File: src/rtl/mod_reduce_p25519_pkg.sv
// Shared constants and state encoding for the p = 2^(N-1) - C modular reducer.
// Everything is derived from N, C and NFOLD so the modulus is defined in one place.
package p25519_pkg;

  localparam int N     = 256;
  localparam int C     = 19;
  localparam int NFOLD = 3;
  localparam int XW    = 2 * N + 1;
  localparam int CNT_W = $clog2(NFOLD + 1);

  // 2^(N-1) - C written as (2^(N-1) - 1) - (C - 1) so it never needs an N+1-bit intermediate
  localparam logic [N-1:0] P = {1'b0, {(N-1){1'b1}}} - N'(C - 1);

  typedef enum logic [1:0] {
    IDLE = 2'd0,
    FOLD = 2'd1,
    SUB  = 2'd2,
    DONE = 2'd3
  } state_e;

endpackage

File: src/rtl/mod_reduce_p25519_if.sv
// Valid/ready bus between the multiplier, the reducer and the result consumer.
// The reducer sits on the slave modport.
interface mod_reduce_p25519_if;
  import p25519_pkg::*;

  logic [2*N-1:0] prod_in;
  logic           in_valid;
  logic           in_ready;
  logic [N-1:0]   res;
  logic           out_valid;
  logic           out_ready;
  logic           busy;

  modport master (
    output prod_in, in_valid, out_ready,
    input  in_ready, res, out_valid, busy
  );

  modport slave (
    input  prod_in, in_valid, out_ready,
    output in_ready, res, out_valid, busy
  );

endinterface

File: src/rtl/mod_reduce_p25519_fold.sv
// One folding step x_lo + C*x_hi, using 2^(N-1) == C (mod p).
// C is a small constant, so C*x_hi is built from shifted copies of x_hi.
module p25519_fold
  import p25519_pkg::*;
#(
  parameter int FN = N,
  parameter int FC = C
) (
  input  logic [2*FN:0] x_in,
  output logic [2*FN:0] x_out
);

  localparam int FXW  = 2 * FN + 1;
  localparam int HW   = FXW - (FN - 1);
  localparam int PW   = HW + 6;
  localparam logic [5:0] C_BITS = 6'(FC);

  logic [FN-2:0] x_lo;
  logic [HW-1:0] x_hi;
  logic [PW-1:0] c_hi;

  assign x_lo = x_in[FN-2:0];
  assign x_hi = x_in[FXW-1:FN-1];

  always_comb begin
    c_hi = '0;
    for (int i = 0; i < 6; i++) begin
      if (C_BITS[i]) begin
        c_hi = c_hi + (PW'(x_hi) << i);
      end
    end
  end

  assign x_out = FXW'(c_hi) + FXW'(x_lo);

endmodule

File: src/rtl/mod_reduce_p25519.sv
// Sequential reducer: latch the 2N-bit product, fold NFOLD times, one conditional
// subtract, then hold the canonical result until the consumer takes it.
module mod_reduce_p25519
  import p25519_pkg::*;
(
  input  logic                 clk,
  input  logic                 rst,
  mod_reduce_p25519_if.slave   bus
);

  localparam logic [XW-1:0] P_X = XW'(P);

  state_e             state_q, state_d;
  logic [XW-1:0]      x_q, x_d;
  logic [XW-1:0]      x_fold;
  logic [CNT_W-1:0]   fold_cnt_q, fold_cnt_d;
  logic [N-1:0]       res_q, res_d;
  logic               out_valid_q, out_valid_d;
  logic               in_ready_q, in_ready_d;
  logic               busy_q, busy_d;

  p25519_fold #(.FN(N), .FC(C)) u_fold (
    .x_in  (x_q),
    .x_out (x_fold)
  );

  always_comb begin
    state_d    = state_q;
    x_d        = x_q;
    fold_cnt_d = fold_cnt_q;
    res_d      = res_q;

    case (state_q)
      IDLE: begin
        if (bus.in_valid) begin
          x_d        = XW'(bus.prod_in);
          fold_cnt_d = '0;
          state_d    = FOLD;
        end
      end
      FOLD: begin
        x_d        = x_fold;
        fold_cnt_d = fold_cnt_q + 1'b1;
        if (fold_cnt_q == CNT_W'(NFOLD - 1)) begin
          state_d = SUB;
        end
      end
      SUB: begin
        // After the folds x < 2^(N-1) < 2p, so a single subtract lands in [0, p-1]
        if (x_q >= P_X) begin
          res_d = N'(x_q - P_X);
        end else begin
          res_d = x_q[N-1:0];
        end
        state_d = DONE;
      end
      DONE: begin
        if (bus.out_ready) begin
          state_d = IDLE;
        end
      end
      default: state_d = IDLE;
    endcase

    // Outputs are registered from the next state so they line up with state_q
    out_valid_d = (state_d == DONE);
    in_ready_d  = (state_d == IDLE);
    busy_d      = (state_d != IDLE);
  end

  always_ff @(posedge clk) begin
    if (rst) begin
      state_q     <= IDLE;
      x_q         <= '0;
      fold_cnt_q  <= '0;
      res_q       <= '0;
      out_valid_q <= 1'b0;
      in_ready_q  <= 1'b1;
      busy_q      <= 1'b0;
    end else begin
      state_q     <= state_d;
      x_q         <= x_d;
      fold_cnt_q  <= fold_cnt_d;
      res_q       <= res_d;
      out_valid_q <= out_valid_d;
      in_ready_q  <= in_ready_d;
      busy_q      <= busy_d;
    end
  end

  assign bus.in_ready  = in_ready_q;
  assign bus.res       = res_q;
  assign bus.out_valid = out_valid_q;
  assign bus.busy      = busy_q;

endmodule

File: src/flat_wrapper.sv
// flat-port wrapper written by rule: the top's interface ports become plain ports
module mod_reduce_p25519_flat import p25519_pkg::*;
  (clk, rst, bus_prod_in, bus_in_valid, bus_out_ready, bus_in_ready, bus_res, bus_out_valid, bus_busy);
  mod_reduce_p25519_if bus_i ();
  input  logic clk;
  input  logic rst;
  input wire logic [$bits(bus_i.prod_in)-1:0] bus_prod_in;
  input wire logic [$bits(bus_i.in_valid)-1:0] bus_in_valid;
  input wire logic [$bits(bus_i.out_ready)-1:0] bus_out_ready;
  output wire logic [$bits(bus_i.in_ready)-1:0] bus_in_ready;
  output wire logic [$bits(bus_i.res)-1:0] bus_res;
  output wire logic [$bits(bus_i.out_valid)-1:0] bus_out_valid;
  output wire logic [$bits(bus_i.busy)-1:0] bus_busy;
  assign bus_i.prod_in = bus_prod_in;
  assign bus_i.in_valid = bus_in_valid;
  assign bus_i.out_ready = bus_out_ready;
  assign bus_in_ready = bus_i.in_ready;
  assign bus_res = bus_i.res;
  assign bus_out_valid = bus_i.out_valid;
  assign bus_busy = bus_i.busy;
  mod_reduce_p25519 u_core (.clk(clk), .rst(rst), .bus(bus_i));
endmodule
File: config.mk
export PLATFORM = sky130hd
export DESIGN_NAME = mod_reduce_p25519_flat
export DESIGN_NICKNAME = d
export VERILOG_FILES = /design/src/rtl/mod_reduce_p25519_pkg.sv /design/src/rtl/mod_reduce_p25519_if.sv /design/src/rtl/mod_reduce_p25519_fold.sv /design/src/rtl/mod_reduce_p25519.sv /design/src/flat_wrapper.sv
export SDC_FILE = /design/constraint.sdc
export NUM_CORES = 2
export LEC_CHECK = 0
export ABC_AREA = 0
export CORE_MARGIN = 1
export CORE_UTILIZATION = 45
export CTS_BUF_LIST = sky130_fd_sc_hd__clkbuf_2 sky130_fd_sc_hd__clkbuf_4 sky130_fd_sc_hd__clkbuf_8
export DETAILED_ROUTE_END_ITERATION = 6
export PLACE_DENSITY = 0.71
export SYNTH_ARGS = -nofsm -noshare
export SYNTH_HDL_FRONTEND = slang
export SYNTH_SLANG_ARGS = --single-unit
File: constraint.sdc
create_clock -name clk -period 22.5 [get_ports clk]
set_input_delay 2.25 -clock clk [delete_from_list [all_inputs] [get_ports clk]]
set_output_delay 2.25 -clock clk [all_outputs]
set_load 0.005 [all_outputs]
==> After elaboration in Yosys (flattened, before gate mapping) <==
Cells that the tools add are included.
{ "classes": {"eq_ne": 6, "addsub": 5, "n_mux": 9, "n_reduce_logical": 5, "n_lt_le_gt_ge": 1} }
{ "op_table": {"columns": ["op", "n"], "rows": [
  ["case mux 513 bit (2 select lines)", 1],
  ["greater-or-equal comparator 513 x 255 -> 1 bit, second input constant", 1],
  ["2-to-1 mux 513 bit", 1],
  ["adder 264 x 255 -> 265 bit", 1],
  ["adder 260 x 262 -> 263 bit", 1],
  ["adder 258 x 259 -> 260 bit", 1],
  ["2-to-1 mux 256 bit", 1],
  ["subtractor 256 x 255 -> 256 bit, second input constant", 1],
  ["== test 2 bit, second input constant", 4],
  ["2-to-1 mux 2 bit", 4],
  ["case mux 2 bit (4 select lines)", 1],
  ["zero test 2 bit", 2],
  ["case mux 2 bit (2 select lines)", 1],
  ["nonzero test 2 bit", 2],
  ["adder 2 x 1 -> 2 bit, second input constant", 1],
  ["== test 2 x 1 -> 1 bit, second input constant", 1],
  ["!= test 2 bit, second input constant", 1],
  ["AND reduction 2 bit", 1]
]} }
{ "totals": {"regBits": 776, "output_inout_bits": 259} }

==> Depth between registers and ports, before layout <==
{ "logic_depth": {"depth_word": 4, "depth_mapped": 39, "depth_no_buf": 38} }

==> Cells and area by module <==
A second synthesis with hierarchy kept.
{ "unflattened": {"hier_cells": 10318, "area_unflattened_um2": 79598.8} }
{ "by_module_without_submodules": {"columns": ["module", "cells_per_inst", "seq_area_each_um2", "area_per_inst_um2", "instances"], "rows": [
  ["mod_reduce_p25519", 5485, 15534.9, 44263.7, 1],
  ["p25519_fold", 4833, 0.0, 35335.1, 1]
]} }

==> Least setup slack after synthesis <==
No wires, ideal clock.
{ "synth_path": {"path_type": "reg-to-reg", "startpoint": "register u_core.x_q[258]", "endpoint": "register u_core.x_q[182]", "period_less_slack_ns": 8.045, "stages_incl_launch_ff": 36, "setup_slack_ns": 14.455, "path_buffers": 0, "setup_time_ns": 0.121, "t_arrival_ns": 7.925, "path_cell_list": "dfxtp_1 > inv_1 > fa_1 > inv_1 > ha_1 > o21ai_0 > o21bai_1 > a211oi_1 > a2111oi_0 > or3_1 > a31o_2 > nand3_1 > nand2_1 > a21o_1 > a221oi_1 > o21ai_0 > a21boi_0 > o21ai_0 > xor2_1 > ha_1 > nand2_1 > nor3_1 > nand3_1 > or3_1 > or4_1 > o221a_2 > a21oi_1 > nor2b_1 > o311a_1 > o21ai_1 > a21oi_1 > o41ai_2 > a21boi_1 > xnor2_1 > o221ai_1 > nand2_1"} }
{ "synth_via": {"elab_chain_cells": 4} }
{ "synth_lines": {"columns": ["element", "line_no", "text"], "rows": [
  ["start, declared", "mod_reduce_p25519.sv:14", "logic [XW-1:0] x_q, x_d;"],
  ["start signal, assigned", "mod_reduce_p25519.sv:74", "x_q <= '0;"],
  ["start signal, assigned", "mod_reduce_p25519.sv:82", "x_q <= x_d;"],
  ["adder 258 x 259 -> 260 bit", "mod_reduce_p25519_fold.sv:29", "c_hi = c_hi + (PW'(x_hi) << i);"],
  ["adder 260 x 262 -> 263 bit (*)", "mod_reduce_p25519_fold.sv:29", null],
  ["adder 264 x 255 -> 265 bit (*)", "mod_reduce_p25519_fold.sv:34", "assign x_out = FXW'(c_hi) + FXW'(x_lo);"],
  ["case mux 513 bit (2 select lines) (*)", "mod_reduce_p25519.sv:33", "case (state_q)"]
]} }
Every way passes the cells marked *; elsewhere a longest branch is shown, timed or not.
A chain may end at the register's enable or synchronous reset.

==> Worst setup path after layout <==
{ "layout_path": {"startpoint": "register u_core.x_q[259]", "endpoint": "register u_core.x_q[221]"} }
The elaborated chain is that of the path after synthesis.

==> summary.md <==
| Metric | Value |
|---|---|
| Crit-path leading delay family | `compound AO/OA/AOI/OAI gates` |
| Count of instances resized after the clock tree is built | `0` |
| P_leak | `33.3 nW` |
| Routability congestion estimate | `1.16` |
| Sum of overflow across all layers after global routing | `0` |
| Ratio of cells with drive above 1 in the final layout | `4.82%` |
| Critical-path top delay cell | `sky130_fd_sc_hd__nor2b_1` |
| Pre-CTS setup slack | `10.82 ns` |
| Most common flop cell mapped by yosys | `sky130_fd_sc_hd__dfxtp_1` |
| Synthesized area per cell | `7.49 µm²` |
| Transition time at the pin with the least slew margin | `1.48 ns` |
| Max-capacitance violation count | `1` |
| Hold buffer count at CTS | `0` |
| WP data required | `23.43 ns` |
| Hold_ws | `0.480 ns` |
| Share of the synthesized area in compound gates (AO/OA/AOI/OAI) | `28.4%` |
| CTS root buf | `sky130_fd_sc_hd__clkbuf_8` |
| Internal Power | `3.06 mW` |
| Vias | `86100` |
| Setup repair bufs after CTS | `0` |
| Number of detailed-route iterations in the first pass | `7` |
| Combinational group share of total power | `39.9%` |
| Worst-path maximum fanout | `9` |
| Ys Warns | `0` |
| EDFF count, synth | `0` |
| Crit Path Category | `reg2reg` |
| #FFs+latches synth | `775` |
| Number of setup violations in the final report | `0` |
| Detail Placement HPWL | `347000 µm` |
| Min-delay src | `u_core.bus.res[0]` |
| Relative contribution of the clock network to total power | `29.5%` |
| Power spent charging and discharging nets | `2.41 mW` |
| Clock Skews | `0.0664 ns` |
| Global Route met1 Usage | `61.6%` |
| Path class of the lowest-slack min-delay path | `reg2reg` |
| Violated checks | `max-capacitance violations` |
| Clock transition time at the flip-flop clock pins of the worst setup and hold paths | `0.07 ns` |
| Height of the die | `408 µm` |
| Pin count of the biggest net entering global routing | `198` |
| Sink of the worst hold path | `u_core.bus.res[0]` |
| Dominant combinational cell family by area after synthesis | `compound AO/OA/AOI/OAI gates` |
| Die Width | `408 µm` |
| Post-Syn Area | `74100 µm²` |
| Setup slack on the worst flop-to-flop path | `10.05 ns` |
| Number of antenna violations at the first check in global routing | `51` |
| Synth Net Count | `11200` |
| Proportion of register bits with asynchronous set or reset after synthesis | `0%` |
| Worst path buffer plus inverter count | `3` |
| Die ar. | `166000 µm²` |
| Portion of synthesized cell area occupied by the leading cell type | `20.9%` |
| Startpoint of the worst setup timing path | `u_core.x_q[259]` |
| CTS buffer count | `145` |
| Slowest Stage Delay on Critical Path | `0.80 ns` |
| Cells after Synth | `9890` |
| Number of routed nets with antenna violations | `0` |
| Portion of netlist area occupied by mux cells | `0.0270%` |
| Final Critical Period | `12.45 ns` |
| Wire length of the first global-routing pass | `578000 µm` |
| Via-to-Cell Ratio | `6.81` |
| CTS sink count | `775` |
| RR Endpoint | `u_core.x_q[221]` |
| Library cells used by synthesis | `100` |
| GR peak layer | `met2` |
| CTS tree | `built` |
| Kind of end point of the critical path | `flip-flop` |
| CP Depth | `35` |
| Starting utilization of the core area | `45.4%` |
| Critical Path Source Type | `flip-flop` |
| Depth of the most critical reg-to-reg path | `35` |
| I/O Buffers | `774` |
| CTS max path bufs | `3` |
| Peak supply drop | `64.7 µV` |
| Share of power burned in registers | `30.6%` |
| Share of synthesized area occupied by flip-flops and latches | `20.9%` |
| Clock latency reported for the late side of the worst-skew pair | `1.02 ns` |
| Setup repair after global routing missed its margin | `false` |
| Number of nets at the end of the flow | `11600` |
| Area share of fa/ha/maj cells after synthesis | `15.7%` |
| Violation count after the first detailed-route iteration | `13300` |
| Worst rel slew slack | `0.669%` |
| Slew Limit Fails | `0` |
| Placement row count | `148` |
| Hold path cells | `2` |
| Final wirelength | `416000 µm` |
| Total GRT Usage | `47.8%` |
| Most frequent CP cell | `sky130_fd_sc_hd__a21oi_1` |
| FF-to-FF Start | `u_core.x_q[259]` |
| Smallest setup slack after layout | `10.05 ns` |
| Post-detailed-route wirelength per cell | `32.9 µm` |
| Via count of the first global-routing pass | `79500` |
| CORE AREA | `163000 µm²` |
| Final worst path period share | `55.3%` |
| Switching share of total power | `44.0%` |
| Synthesis-to-layout area growth | `17.1%` |
| Area share of xor/xnor cells in the synthesized design | `8.66%` |
| Result of the run | `complete, but fails checks` |
| GR Layer Usage met2 | `67.1%` |
| Power density over the cells | `63.0 nW/µm²` |
| CTS H-tree lvls | `4` |
| Data arrival time of the critical path | `13.38 ns` |
| Biggest area contributors in the synthesized netlist | `sky130_fd_sc_hd__dfxtp_1 (21%), sky130_fd_sc_hd__ha_1 (8.8%), sky130_fd_sc_hd__a21oi_1 (7.3%)` |
| Total negative slack for setup checks | `0 ns` |
| Peak clock frequency supported by timing | `0.0803 GHz` |
| Met3 GRT Util | `17.3%` |
| Count of pins on the block boundary | `775` |
| Simple-Gate Fraction of Synth Area | `22.2%` |
| Cell type with the highest aggregate area in the netlist | `sky130_fd_sc_hd__dfxtp_1` |
| Hold Violations, Final | `0` |
| Residual DRC | `0` |
-- worst max-delay path by stage --
stage                      endpoint  slack, ns
floorplan           u_core.x_q[182]      14.45
detailed placement  u_core.x_q[221]      10.82
finish              u_core.x_q[221]      10.05
global placement    u_core.x_q[260]      10.91
global route        u_core.x_q[221]      10.03
CTS                 u_core.x_q[221]      10.77
-- cell usage after synthesis (145+ instances only) --
cell type and instances:
sky130_fd_sc_hd__nor2_1 1133, sky130_fd_sc_hd__dfxtp_1 775, sky130_fd_sc_hd__o21ai_0 550, sky130_fd_sc_hd__ha_1 524, sky130_fd_sc_hd__clkbuf_1 578, sky130_fd_sc_hd__nand2_1 1085
sky130_fd_sc_hd__a21o_1 233, sky130_fd_sc_hd__nor4_1 145, sky130_fd_sc_hd__nand4_1 377, sky130_fd_sc_hd__nand3_1 207, sky130_fd_sc_hd__a21oi_1 1077, sky130_fd_sc_hd__a211oi_1 260
sky130_fd_sc_hd__xnor2_1 403, sky130_fd_sc_hd__nor3_1 160, sky130_fd_sc_hd__o221ai_1 245, sky130_fd_sc_hd__a22oi_1 253, sky130_fd_sc_hd__inv_1 204, sky130_fd_sc_hd__o21bai_1 162
sky130_fd_sc_hd__xor2_1 328, sky130_fd_sc_hd__fa_1 255
-- power by group through the flow --
stage | combinational, mW | sequential, mW | clock [mW]
6_report | 2.18 | 1.67 | 1.61
5_1_grt | 2.28 | 1.67 | 1.67
4_1_cts | 2.08 | 1.66 | 1.62
3_5_place_dp | 2.07 | 1.69 | 0
3_3_place_gp | 2.06 | 1.68 | 0
2_1_floorplan | 1.28 | 1.60 | 0
-- logic make-up (layout without fill, tap and decap cells) --
kind of cell	count (synthesis)	count (layout)
XOR/XNOR	732	732
AND/OR/NAND/NOR	3536	3536
AO/OA/AOI/OAI	3263	3263
adder cells (fa/ha/maj)	779	779
multiplexers	2	2
buffers and inverters	803	1357
flip-flops	775	775
other	0	20
-- final cells by class --
| class | instances | area [µm²] |
|---|---|---|
| fillers | 15400 | 76300 |
| multi-input cells | 8312 | 55800 |
| flip-flops and latches | 775 | 15500 |
| repair buffers | 889 | 8680 |
| well taps | 2175 | 2720 |
| clock buffers | 212 | 2680 |
| inverters | 204 | 766 |
| clock inverters | 52 | 613 |
| diodes | 20 | 50.0 |
-- sequential cells by signal, indices dropped and copies added (netlist names) --
name,cells
u_core.fold_cnt_q,2
u_core.bus.busy,1
u_core.state_q,2
u_core.x_q,512
u_core.bus.in_ready,1
u_core.bus.out_valid,1
u_core.bus.res,256
-- per-layer routing --
layer	vias to the layer above	routed length, µm
met1	41300	161000
li1	37400	-
met5	-	330
met2	6126	165000
met3	1190	58600
met4	52	31100
-- per-stage QoR --
| stage | std cells | power (mW) | utilization (%) | instance area, µm² |
|---|---|---|---|---|
| final | 12600 | 5.47 | 53.2 | 86800 |
| after global routing | 12600 | 5.62 | 53.2 | 86800 |
| after CTS | 12600 | 5.35 | 53.2 | 86700 |
| after detailed placement | 12400 | 3.76 | 51.2 | 83500 |
| after global placement | 12400 | 3.74 | 51.1 | 83400 |
| after floorplan | 9890 | 2.87 | - | 74100 |
-- worst register-to-register path, delay by kind of cell, from the launching register on --
family | cells | cell delay (ns)
AO/OA/AOI/OAI | 17 | 5.96
XOR/XNOR | 2 | 0.84
adder cells (fa/ha/maj) | 3 | 1.37
buffers and inverters | 3 | 0.38
flip-flops | 1 | 0.74
AND/OR/NAND/NOR | 10 | 3.10
-- placed cells by master (no fill, tap or decap), types with 255 or more instances in the layout --
cell | synthesis | final
sky130_fd_sc_hd__nor2_1 | 1133 | 1126
sky130_fd_sc_hd__nand2_1 | 1085 | 1084
sky130_fd_sc_hd__a21oi_1 | 1077 | 1077
sky130_fd_sc_hd__dfxtp_1 | 775 | 774
sky130_fd_sc_hd__clkdlybuf4s50_1 | 0 | 773
sky130_fd_sc_hd__o21ai_0 | 550 | 549
sky130_fd_sc_hd__ha_1 | 524 | 524
sky130_fd_sc_hd__xnor2_1 | 403 | 403
sky130_fd_sc_hd__nand4_1 | 377 | 377
sky130_fd_sc_hd__xor2_1 | 328 | 328
sky130_fd_sc_hd__a211oi_1 | 260 | 258
sky130_fd_sc_hd__fa_1 | 255 | 255
(Power assumes the default switching activity.)
